<file path="src/rtl/mem_bus_master.sv">
// Command FIFO in front of a native valid/ready memory bus; one transfer outstanding at a time.
// Optional wait-state timeout abort is compiled in with `define MEM_MASTER_TIMEOUT_EN.
module mem_bus_master #(
    parameter int FIFO_DEPTH     = 4,
    parameter int TIMEOUT_CYCLES = 255
) (
    input  logic        clk,
    input  logic        resetn,
    input  logic        cmd_valid,
    output logic        cmd_ready,
    input  logic        cmd_write,
    input  logic        cmd_instr,
    input  logic [31:0] cmd_addr,
    input  logic [31:0] cmd_wdata,
    input  logic [3:0]  cmd_wstrb,
    output logic        mem_valid,
    output logic        mem_instr,
    output logic [31:0] mem_addr,
    output logic [31:0] mem_wdata,
    output logic [3:0]  mem_wstrb,
    input  logic        mem_ready,
    input  logic [31:0] mem_rdata,
    output logic        rsp_valid,
    input  logic        rsp_ready,
    output logic [31:0] rsp_rdata,
    output logic        rsp_write,
    output logic        rsp_error
);
    localparam int AW = $clog2(FIFO_DEPTH);

    typedef struct packed {
        logic        write;
        logic        instr;
        logic [29:0] addr;
        logic [31:0] wdata;
        logic [3:0]  wstrb;
    } cmd_t;

    typedef enum logic [1:0] {S_IDLE, S_REQ, S_RESP} state_t;

    state_t        state_q, state_d;
    cmd_t          fifo_q [FIFO_DEPTH];
    cmd_t          fifo_d [FIFO_DEPTH];
    cmd_t          head;
    logic [AW-1:0] wr_ptr_q, wr_ptr_d, rd_ptr_q, rd_ptr_d;
    logic [AW:0]   count_q, count_d;
    logic          ready_en_q, ready_en_d;
    logic          push, pop;

    logic          req_write_q, req_write_d;
    logic          req_instr_q, req_instr_d;
    logic [31:0]   req_addr_q, req_addr_d;
    logic [31:0]   req_wdata_q, req_wdata_d;
    logic [3:0]    req_wstrb_q, req_wstrb_d;
    logic [31:0]   rsp_rdata_q, rsp_rdata_d;
    logic          rsp_write_q, rsp_write_d;
`ifdef MEM_MASTER_TIMEOUT_EN
    localparam int CNT_W = $clog2(TIMEOUT_CYCLES + 1);
    logic [CNT_W-1:0] wait_cnt_q, wait_cnt_d;
    logic             rsp_error_q, rsp_error_d;
`endif

    // cmd_ready stays low through reset and rises on the first edge after release
    assign cmd_ready  = ready_en_q & (count_q != (AW+1)'(FIFO_DEPTH));
    assign push       = cmd_valid & cmd_ready;
    assign pop        = (state_q == S_IDLE) & (count_q != '0);
    assign head       = fifo_q[rd_ptr_q];
    assign ready_en_d = 1'b1;

    always_comb begin
        fifo_d = fifo_q;
        if (push) begin
            fifo_d[wr_ptr_q] = '{write: cmd_write, instr: cmd_instr, addr: cmd_addr[31:2],
                                 wdata: cmd_wdata, wstrb: (cmd_write ? cmd_wstrb : 4'b0000)};
        end
        wr_ptr_d = wr_ptr_q + AW'(push);
        rd_ptr_d = rd_ptr_q + AW'(pop);
        count_d  = count_q + (AW+1)'(push) - (AW+1)'(pop);
    end

    always_comb begin
        state_d     = state_q;
        req_write_d = req_write_q;
        req_instr_d = req_instr_q;
        req_addr_d  = req_addr_q;
        req_wdata_d = req_wdata_q;
        req_wstrb_d = req_wstrb_q;
        rsp_rdata_d = rsp_rdata_q;
        rsp_write_d = rsp_write_q;
`ifdef MEM_MASTER_TIMEOUT_EN
        wait_cnt_d  = wait_cnt_q;
        rsp_error_d = rsp_error_q;
`endif
        case (state_q)
            S_IDLE: begin
                if (pop) begin
                    state_d     = S_REQ;
                    req_write_d = head.write;
                    req_instr_d = head.instr;
                    req_addr_d  = {head.addr, 2'b00};
                    req_wdata_d = head.wdata;
                    req_wstrb_d = head.wstrb;
`ifdef MEM_MASTER_TIMEOUT_EN
                    wait_cnt_d  = '0;
`endif
                end
            end
            S_REQ: begin
                // a ready on the timeout edge still counts as a normal completion
                if (mem_ready) begin
                    state_d     = S_RESP;
                    rsp_rdata_d = req_write_q ? 32'h0 : mem_rdata;
                    rsp_write_d = req_write_q;
`ifdef MEM_MASTER_TIMEOUT_EN
                    rsp_error_d = 1'b0;
`endif
                end
`ifdef MEM_MASTER_TIMEOUT_EN
                else if (wait_cnt_q == CNT_W'(TIMEOUT_CYCLES - 1)) begin
                    state_d     = S_RESP;
                    rsp_rdata_d = 32'h0;
                    rsp_write_d = req_write_q;
                    rsp_error_d = 1'b1;
                end else begin
                    wait_cnt_d  = wait_cnt_q + 1'b1;
                end
`endif
            end
            S_RESP: begin
                if (rsp_ready) begin
                    state_d = S_IDLE;
                end
            end
            default: state_d = S_IDLE;
        endcase
    end

    always_ff @(posedge clk or negedge resetn) begin
        if (!resetn) begin
            state_q     <= S_IDLE;
            for (int i = 0; i < FIFO_DEPTH; i++) fifo_q[i] <= '0;
            wr_ptr_q    <= '0;
            rd_ptr_q    <= '0;
            count_q     <= '0;
            ready_en_q  <= 1'b0;
            req_write_q <= 1'b0;
            req_instr_q <= 1'b0;
            req_addr_q  <= '0;
            req_wdata_q <= '0;
            req_wstrb_q <= '0;
            rsp_rdata_q <= '0;
            rsp_write_q <= 1'b0;
`ifdef MEM_MASTER_TIMEOUT_EN
            wait_cnt_q  <= '0;
            rsp_error_q <= 1'b0;
`endif
        end else begin
            state_q     <= state_d;
            fifo_q      <= fifo_d;
            wr_ptr_q    <= wr_ptr_d;
            rd_ptr_q    <= rd_ptr_d;
            count_q     <= count_d;
            ready_en_q  <= ready_en_d;
            req_write_q <= req_write_d;
            req_instr_q <= req_instr_d;
            req_addr_q  <= req_addr_d;
            req_wdata_q <= req_wdata_d;
            req_wstrb_q <= req_wstrb_d;
            rsp_rdata_q <= rsp_rdata_d;
            rsp_write_q <= rsp_write_d;
`ifdef MEM_MASTER_TIMEOUT_EN
            wait_cnt_q  <= wait_cnt_d;
            rsp_error_q <= rsp_error_d;
`endif
        end
    end

    assign mem_valid = (state_q == S_REQ);
    assign mem_instr = req_instr_q;
    assign mem_addr  = req_addr_q;
    assign mem_wdata = req_wdata_q;
    assign mem_wstrb = req_wstrb_q;
    assign rsp_valid = (state_q == S_RESP);
    assign rsp_rdata = rsp_rdata_q;
    assign rsp_write = rsp_write_q;
`ifdef MEM_MASTER_TIMEOUT_EN
    assign rsp_error = rsp_error_q;
`else
    assign rsp_error = 1'b0;
`endif

endmodule

</file>
<file path="config.mk">
export PLATFORM = sky130hd
export DESIGN_NAME = mem_bus_master
export DESIGN_NICKNAME = d
export VERILOG_FILES = /design/src/rtl/mem_bus_master.sv
export SDC_FILE = /design/constraint.sdc
export NUM_CORES = 1
export LEC_CHECK = 0
export CORE_UTILIZATION = 55
export CTS_CLUSTER_DIAMETER = 200
export CTS_CLUSTER_SIZE = 8
export DETAILED_ROUTE_END_ITERATION = 10
export PLACE_DENSITY = 0.8
export SLEW_MARGIN = 5
export SYNTH_ARGS = -nofsm -noshare
export SYNTH_HDL_FRONTEND = slang
export SYNTH_SLANG_ARGS = --single-unit
export TNS_END_PERCENT = 30
</file>
<file path="constraint.sdc">
create_clock -name clk -period 2.41 [get_ports clk]
set_input_delay 0.482 -clock clk [delete_from_list [all_inputs] [get_ports clk]]
set_output_delay 0.482 -clock clk [all_outputs]
set_load 0.02 [all_outputs]
</file>
* After elaboration in Yosys (flattened, before gate mapping) *
Cells that the tools add are included.

storage, ports and cells
  register bits after elaboration = 383
  input bits = 107
  output and inout port bits = 106

cells by class
  add/subtract/negate cells = 4
  $lt $le $gt $ge = 3
  eq/ne operators = 6
  mux-type cells = 12
  bitwise gates (word level) = 5
  reduce and logical (&&, ||, !) cells = 6

operator list
  cell                  count
  $bwmux W272           1
  $mux W68              3
  $bmux W68 S2          1
  $demux W68 S2         1
  $mux W32              1
  $ge A3 B3 Y1 const B  2
  $mux W2               3
  $not A2 Y3            2
  $pmux W2 S3           1
  $add A2 B1 Y2         2
  $mux W4               1
  $ne A2 B1 Y1 const B  2
  $reduce_and A2 Y1     2
  $add A3 B1 Y3         1
  $and A1 B1 Y1         3
  $lt A3 B1 Y1 const B  1
  $ne A3 B3 Y1 const B  1
  $reduce_and A3 Y1     1
  $reduce_bool A3 Y1    1
  $sub A3 B1 Y3         1
  $eq A2 B1 Y1 const B  1
  $eq A2 B2 Y1 const B  1
  $logic_not A2 Y1      1
  $ne A2 B2 Y1 const B  1
  $logic_and A1 B1 Y1   1

* Depth between registers and ports, before layout *
Gate-level depths: netlist of run 1.

  word-level depth = 6
  mapped depth = 9
  depth with buffers taken out = 7

* Worst setup path before layout of run 1 *
No wires, ideal clock.

  kind = reg2reg
  from = reg count_q[1]
  to = reg count_q[2]
  setup time = 0.123 ns
  arrival = 2.098 ns
  path slack = 0.189 ns
  stages on the path, launching flop included = 9
  buffers on the path = 2
  path through = dfrtp_1 nor3_1 or3_1 clkbuf_1 buf_2 or2_2 fa_1 xor2_1 xnor2_1

between the ends
  word-level cells in the longest chain between the ends = 5
  elaborated cells between the ends (all ways) = 7
  classes of those cells = 2 x add/sub; 1 x eq/ne; 3 x bitwise; 1 x reduce/logical

RTL lines
  what                    RTL line  source
  start, declared         46        logic [AW:0] count_q, count_d;
  start signal, assigned  162       count_q <= count_d;
  $ne A3 B3 Y1            64        assign cmd_ready = ready_en_q & (count_q != (AW+1)'(FIFO_DEPTH));
  $and A1 B1 Y1           64
  $and A1 B1 Y1           65        assign push = cmd_valid & cmd_ready;
  $add A3 B1 Y3           78        count_d = count_q + (AW+1)'(push) - (AW+1)'(pop);
  $sub A3 B1 Y3 *         78
  net count_d[2]          46

Mark *: on every way through the listed nets, which the timed path passes. The rest lies on a longest branch.
A chain may end at the register's enable or synchronous reset.

* Worst setup path after layout of run 1 *
  from = reg count_q[1]
  to = out cmd_ready

between the ends
  word-level cells in the longest chain between the ends = 2

RTL lines
  what           RTL line  source
  $ne A3 B3 Y1   64
  $and A1 B1 Y1  64
  end, declared  10        output logic cmd_ready,

Every way passes these cells.

==> results.cfg, run 1 <==
[clock_tree]
clock_latency_ns = 0.53
clkSinkCount = 383
cts_buffer_depth = 3
path_clk_slew_ns = 0.05
postCtsSetupRepairBufs = 0
cts_tree = done
cts_buffers = 53
clockRootBuffer = clkbuf_16
htreeDepth = 2

[critical_path]
slowest_delay_ns = 0.43
path_cells = nor3b_4 > buf_4 > nor2b_1 > dlygate4sd2_1
end_kind = primary output
cp.depth = 4
cp_top_family = buffers and inverters
critPathLaunchType = register
worstPathArrival_ns = 1.79
r2r_slack_ns = 0.32
critPathSlowestCell = dfrtp_1
endpoint = cmd_ready
startpoint = count_q[1]
path_class = register to primary output
cp.buffers_inverters = 2
cp_data_required_time_ns = 1.93
cp_max_fo = 6
ff2ff_path_depth = 4
r2r_end = mem_wstrb[3]
worstReg2RegStart = count_q[1]

[routing]
dr.pass1.iters = 4
viasPerCell = 5.63
drc = 0
wl_per_cell_um = 21.1
vias = 9131
drt_iter0_drc = 373
ant_nets = 0
finalWirelength_um = 34200

[place]
numPortBuffers = 207
dp_hpwl_um = 21500
gp_congestion = 0.748
dp_cells = 1564

[global_routing]
grt_usage_pct = 23.4
grt_pass1_wl_um = 56100
overflow = 0
grt_antenna_before_repair = 0
grt_start_max_net_pins = 60
first_global_vias = 10300

[sta]
rsz0062_at_grt = no
hold_violations = 0
tightest_slew_ns = 0.933
skew_ns = 0.0109
slew_headroom_pct = 37.8
finalMaxSlewViolations = 0
fin_crit_ns = 2.27
fin_hold_ws_ns = 0.476
setup_viol = 0
fmax_mhz = 440
period_share_pct = 94.2

[yosys]
synth_area_leaders = dfrtp_1, mux2_2, mux4_2
synth.cells.most_frequent = dfrtp_1, mux2_2, mux4_2
ys_ff_latch = 383
ys_async_sr_fraction_pct = 100
synth.largest_area_cell = dfrtp_1
syn_area_per_cell_um2 = 16.5
synth-seq-area-share_pct = 58.6
synth-edff-count = 0
yosysUniqueCellTypes = 31
synth_top_area_share_pct = 58.6
synth_most_common_cell = dfrtp_1
netlist_area_um2 = 16400
synth_ff_type = dfrtp_1
syn_inst = 989
ys_warn_count = 0

[pwr]
total_power_mw = 29.7
total_leakage_power_nw = 8.79
irDropWorstVdd_mv = 0.933
p_per_area_nw_per_um2 = 1440

[floorplan]
initial_core_util_pct = 56.4
die_w_um = 174
fp.coreArea_um2 = 29000
die_y_um = 174
boundaryPins = 213
rows = 62
dieArea_um2 = 30400

[final_layout]
final_nets = 1346
multi_input_area_um2 = 6400
drive_above_1_share_pct = 40.4
fin_cells = 1621
syn_to_final_growth_pct = 25.7
num-fill-cells = 1880
n_antenna_cell = 0
ff_latch_area_um2 = 9590

[min_path]
hold_class = register to register

[flow_run]
max_cap_viol_count = 0

[status]
status = finished, final reports clean
report_power, final:
part           total [mW]  switching [mW]  internal (mW)
logic                11.8            4.59           7.22
clock network        6.27            2.44           3.83
registers            11.6            1.88           9.71
repair_timing:
action,4_1_cts,5_1_grt
hold buffers,1,0
hold endpoints to repair,49,0
resized for setup,1,1
endpoints found under the setup margin,1,1
registers in the layout (all words and copies together), names as in the netlist:
signal,flops
rsp_write,1
count_q,3
mem_instr,1
state_q,2
req_write_q,1
mem_wdata,32
wr_ptr_q,2
mem_addr,30
fifo_q,272
rd_ptr_q,2
mem_wstrb,4
rsp_rdata,32
ready_en_q,1
per-stage QoR:
stage                     util (%)  setup TNS [ns]  cell area, um^2  worst slack (ns)
final                         70.9               0            20600             0.139
after global routing          70.9               0            20600            0.0741
after floorplan                  -               0            16400             0.189
after global placement        66.2               0            19200            0.0294
after detailed placement      66.2        -0.00229            19200          -0.00229
after CTS                     70.9               0            20600            0.0368
tightest hold or removal path: cells and delay by family (launching register included):
family | cells | cell delay [ns]
and+or+nand+nor | 1 | 0.04
DFF | 1 | 0.34
AOI/OAI and AO/OA | 1 | 0.06
layout make-up:
cell class | count | share of cell area (%)
flip-flops and latches | 383 | 46.6
clock buffers | 56 | 6.51
multi-input cells | 540 | 31.1
well taps | 384 | 2.34
inverters | 3 | 0.0548
repair buffers | 255 | 13.3
logic make-up (layout without fill, tap and decap cells):
family,count (synthesis),after routing,share of synthesized area [%]
other,2,4,0.0459
adders and majority gates,3,3,0.275
xor gates and xnor gates,6,6,0.321
buffers and inverters,68,314,2.43
and+or+nand+nor,84,84,3.10
muxes,409,409,34.2
DFF,383,383,58.6
AOI/OAI and AO/OA,34,34,1.04
cells in the final DEF (no fill, tap or decap), types with 3 or more instances in the layout:
master / instances
inv_1: 3
and2_1: 4
dfrtp_1: 381
mux2_4: 60
buf_4: 23
conb_1: 4
xnor2_1: 4
nand2b_1: 34
o21ai_0: 34
clkbuf_16: 53
mux2_2: 261
mux2_1: 20
buf_12: 24
clkbuf_1: 3
clkdlybuf4s50_1: 204
nand2_1: 34
mux4_2: 68
routing by layer:
metal,vias up,share of wire (%),GRT usage (%)
li1,4030,-,-
met5,-,0,0
met3,53,4.5,4.46
met2,191,51,40.0
met4,0,1.9,6.14
met1,4857,42,30.7
worst min-delay path by stage:
stage	startpoint	endpoint	slack, ns	depth (start not counted)
floorplan	resetn	count_q[0]	0.19	0
global placement	fifo_q[220]	fifo_q[220]	0.46	1
detailed placement	resetn	mem_addr[23]	0.47	1
CTS	rsp_rdata[6]	rsp_rdata[6]	0.48	2
global route	fifo_q[220]	fifo_q[220]	0.50	1
finish	rsp_rdata[6]	rsp_rdata[6]	0.48	2
(Power assumes the default switching activity.)
==> inputs of run 2 (changes only) <==
--- a/config.mk
+++ b/config.mk
@@ -9,7 +9,9 @@
 export CTS_CLUSTER_DIAMETER = 200
 export CTS_CLUSTER_SIZE = 8
 export DETAILED_ROUTE_END_ITERATION = 10
+export GPL_ROUTABILITY_DRIVEN = 1
 export PLACE_DENSITY = 0.8
+export RECOVER_POWER = 25
 export SLEW_MARGIN = 5
 export SYNTH_ARGS = -nofsm -noshare
 export SYNTH_HDL_FRONTEND = slang
==> run 2 against run 1 <==
Effect of this change:
- the run now ends with capacitance limit, slew limit left
- largest cell class unchanged
- critical path type unchanged
- setup slack improved by 0.0016 ns
- worst hold slack improved by 0.0014 ns
- non-clock buffer count unchanged
- highest routed layer unchanged
- wire length about the same
- sequential share of layout area increased by 0.077 points
- die area unchanged
- flip-flop and latch count unchanged
- clock power about the same
==> results.cfg, run 2 (synthesis gave the netlist of run 1 again) <==
[floorplan]
initial_core_util_pct = 56.4
boundaryPins = 213
fp.coreArea_um2 = 29000
die_y_um = 174
die_w_um = 174
rows = 62
dieArea_um2 = 30400

[min_path]
hp-start = rsp_rdata[12]
hold_class = register to register
worstHoldPathCells = 2
min_to = rsp_rdata[12]

[clock_tree]
clock_latency_ns = 0.53
cts_buffers = 53
clockRootBuffer = clkbuf_16
htreeDepth = 2
postCtsSetupRepairBufs = 0
path_clk_slew_ns = 0.05
cts_buffer_depth = 3
clkSinkCount = 383
cts_tree = done

[sta]
fin_crit_ns = 2.27
tightest_slew_ns = 1.65
slew_headroom_pct = -9.85
hold_violations = 0
fin_hold_ws_ns = 0.477
finalMaxSlewViolations = 57
skew_ns = 0.0105
setup_viol = 0
fmax_mhz = 441
period_share_pct = 94.2
rsz0062_at_grt = no
tns_ns = 0

[critical_path]
end_kind = primary output
cp_data_required_time_ns = 1.93
critPathLaunchType = register
worstPathArrival_ns = 1.79
r2r_end = mem_wstrb[3]
cp_max_fo = 6
ff2ff_path_depth = 4
path_class = register to primary output
r2r_slack_ns = 0.32
worstReg2RegStart = count_q[1]

[final_layout]
drive_above_1_share_pct = 40.3
regMostFlops = fifo_q
final_nets = 1346
num-fill-cells = 1885
mostFrequentLayoutCell = dfrtp_1
largest_reg_flops = 272
final_cell_mix = dfrtp_1, mux2_2, clkdlybuf4s50_1, mux4_2, mux2_4
n_antenna_cell = 0
syn_to_final_growth_pct = 25.5
ff_latch_area_um2 = 9590
multi_input_area_um2 = 6400

[global_routing]
grt_antenna_before_repair = 0
grt_pass1_wl_um = 56100
grt_start_max_net_pins = 60
overflow = 0
first_global_vias = 10300
grt_usage_pct = 23.4

[status]
violations = capacitance limit, slew limit
status = finished, violations left

[routing]
viasPerCell = 5.65
vias = 9152
drc = 0
wl_per_cell_um = 21.1
finalWirelength_um = 34200
dr.pass1.iters = 4
drt_iter0_drc = 392
ant_nets = 0

[pwr]
irDropWorstVdd_mv = 0.933
p_per_area_nw_per_um2 = 1440
total_leakage_power_nw = 8.78
total_power_mw = 29.7

[place]
numPortBuffers = 207
gp_congestion = 0.748
dp_hpwl_um = 21500

[flow_run]
max_cap_viol_count = 1
-- run 2: per-stage QoR --
step	std cells	util, %	setup WS, ns	instance area [um^2]
after floorplan	991	-	0.189	16400
after global placement	1564	66.2	0.0294	19200
after detailed placement	1564	66.2	-0.00229	19200
after CTS	1621	70.9	0.0368	20600
after global routing	1621	70.8	0.0583	20500
final	1621	70.8	0.141	20500
-- run 2: what timing repair did --
action	in CTS	in global routing
endpoints found under the hold margin	49	0
resized for setup	1	1
endpoints found under the setup margin	1	1
hold buffers	1	0
-- run 2: layer usage --
metal	global-route usage (%)	share of wire [%]	wire length, um
met4	6.14	1.9	653
met5	0	0	0
met2	40.0	51	17500
met1	30.7	43	14500
met3	4.46	4.4	1500
-- run 2: area by class of cell --
cell class	count	area share, %
Clock buffer	56	6.52
Inverter	3	0.0549
Multi-Input combinational cell	540	31.2
Sequential cell	383	46.7
Tap cell	384	2.34
Timing Repair Buffer	255	13.2
-- run 2: how the worst max path moves through the flow --
stage / slack (ns) / start / end / cells after the start
floorplan: 0.19 / count_q[1] / count_q[2] / 8
global placement: 0.03 / cmd_valid / fifo_q[77] / 7
detailed placement: -0.002 / cmd_valid / fifo_q[68] / 7
CTS: 0.04 / state_q[0] / rsp_valid / 4
global route: 0.06 / resetn / rsp_rdata[6] / 3
finish: 0.14 / count_q[1] / cmd_ready / 4
-- run 2: worst max-delay path: stages (launching register included) --
cell and delay (ns):
dfrtp_1 0.43, nor3b_4 0.20, buf_4 0.21, nor2b_1 0.06, dlygate4sd2_1 0.35
-- run 2: where the power goes --
part | internal [mW] | switching, mW | leakage, nW
logic | 7.22 | 4.59 | 3.47
registers | 9.71 | 1.88 | 4.66
clock network | 3.83 | 2.43 | 0.657
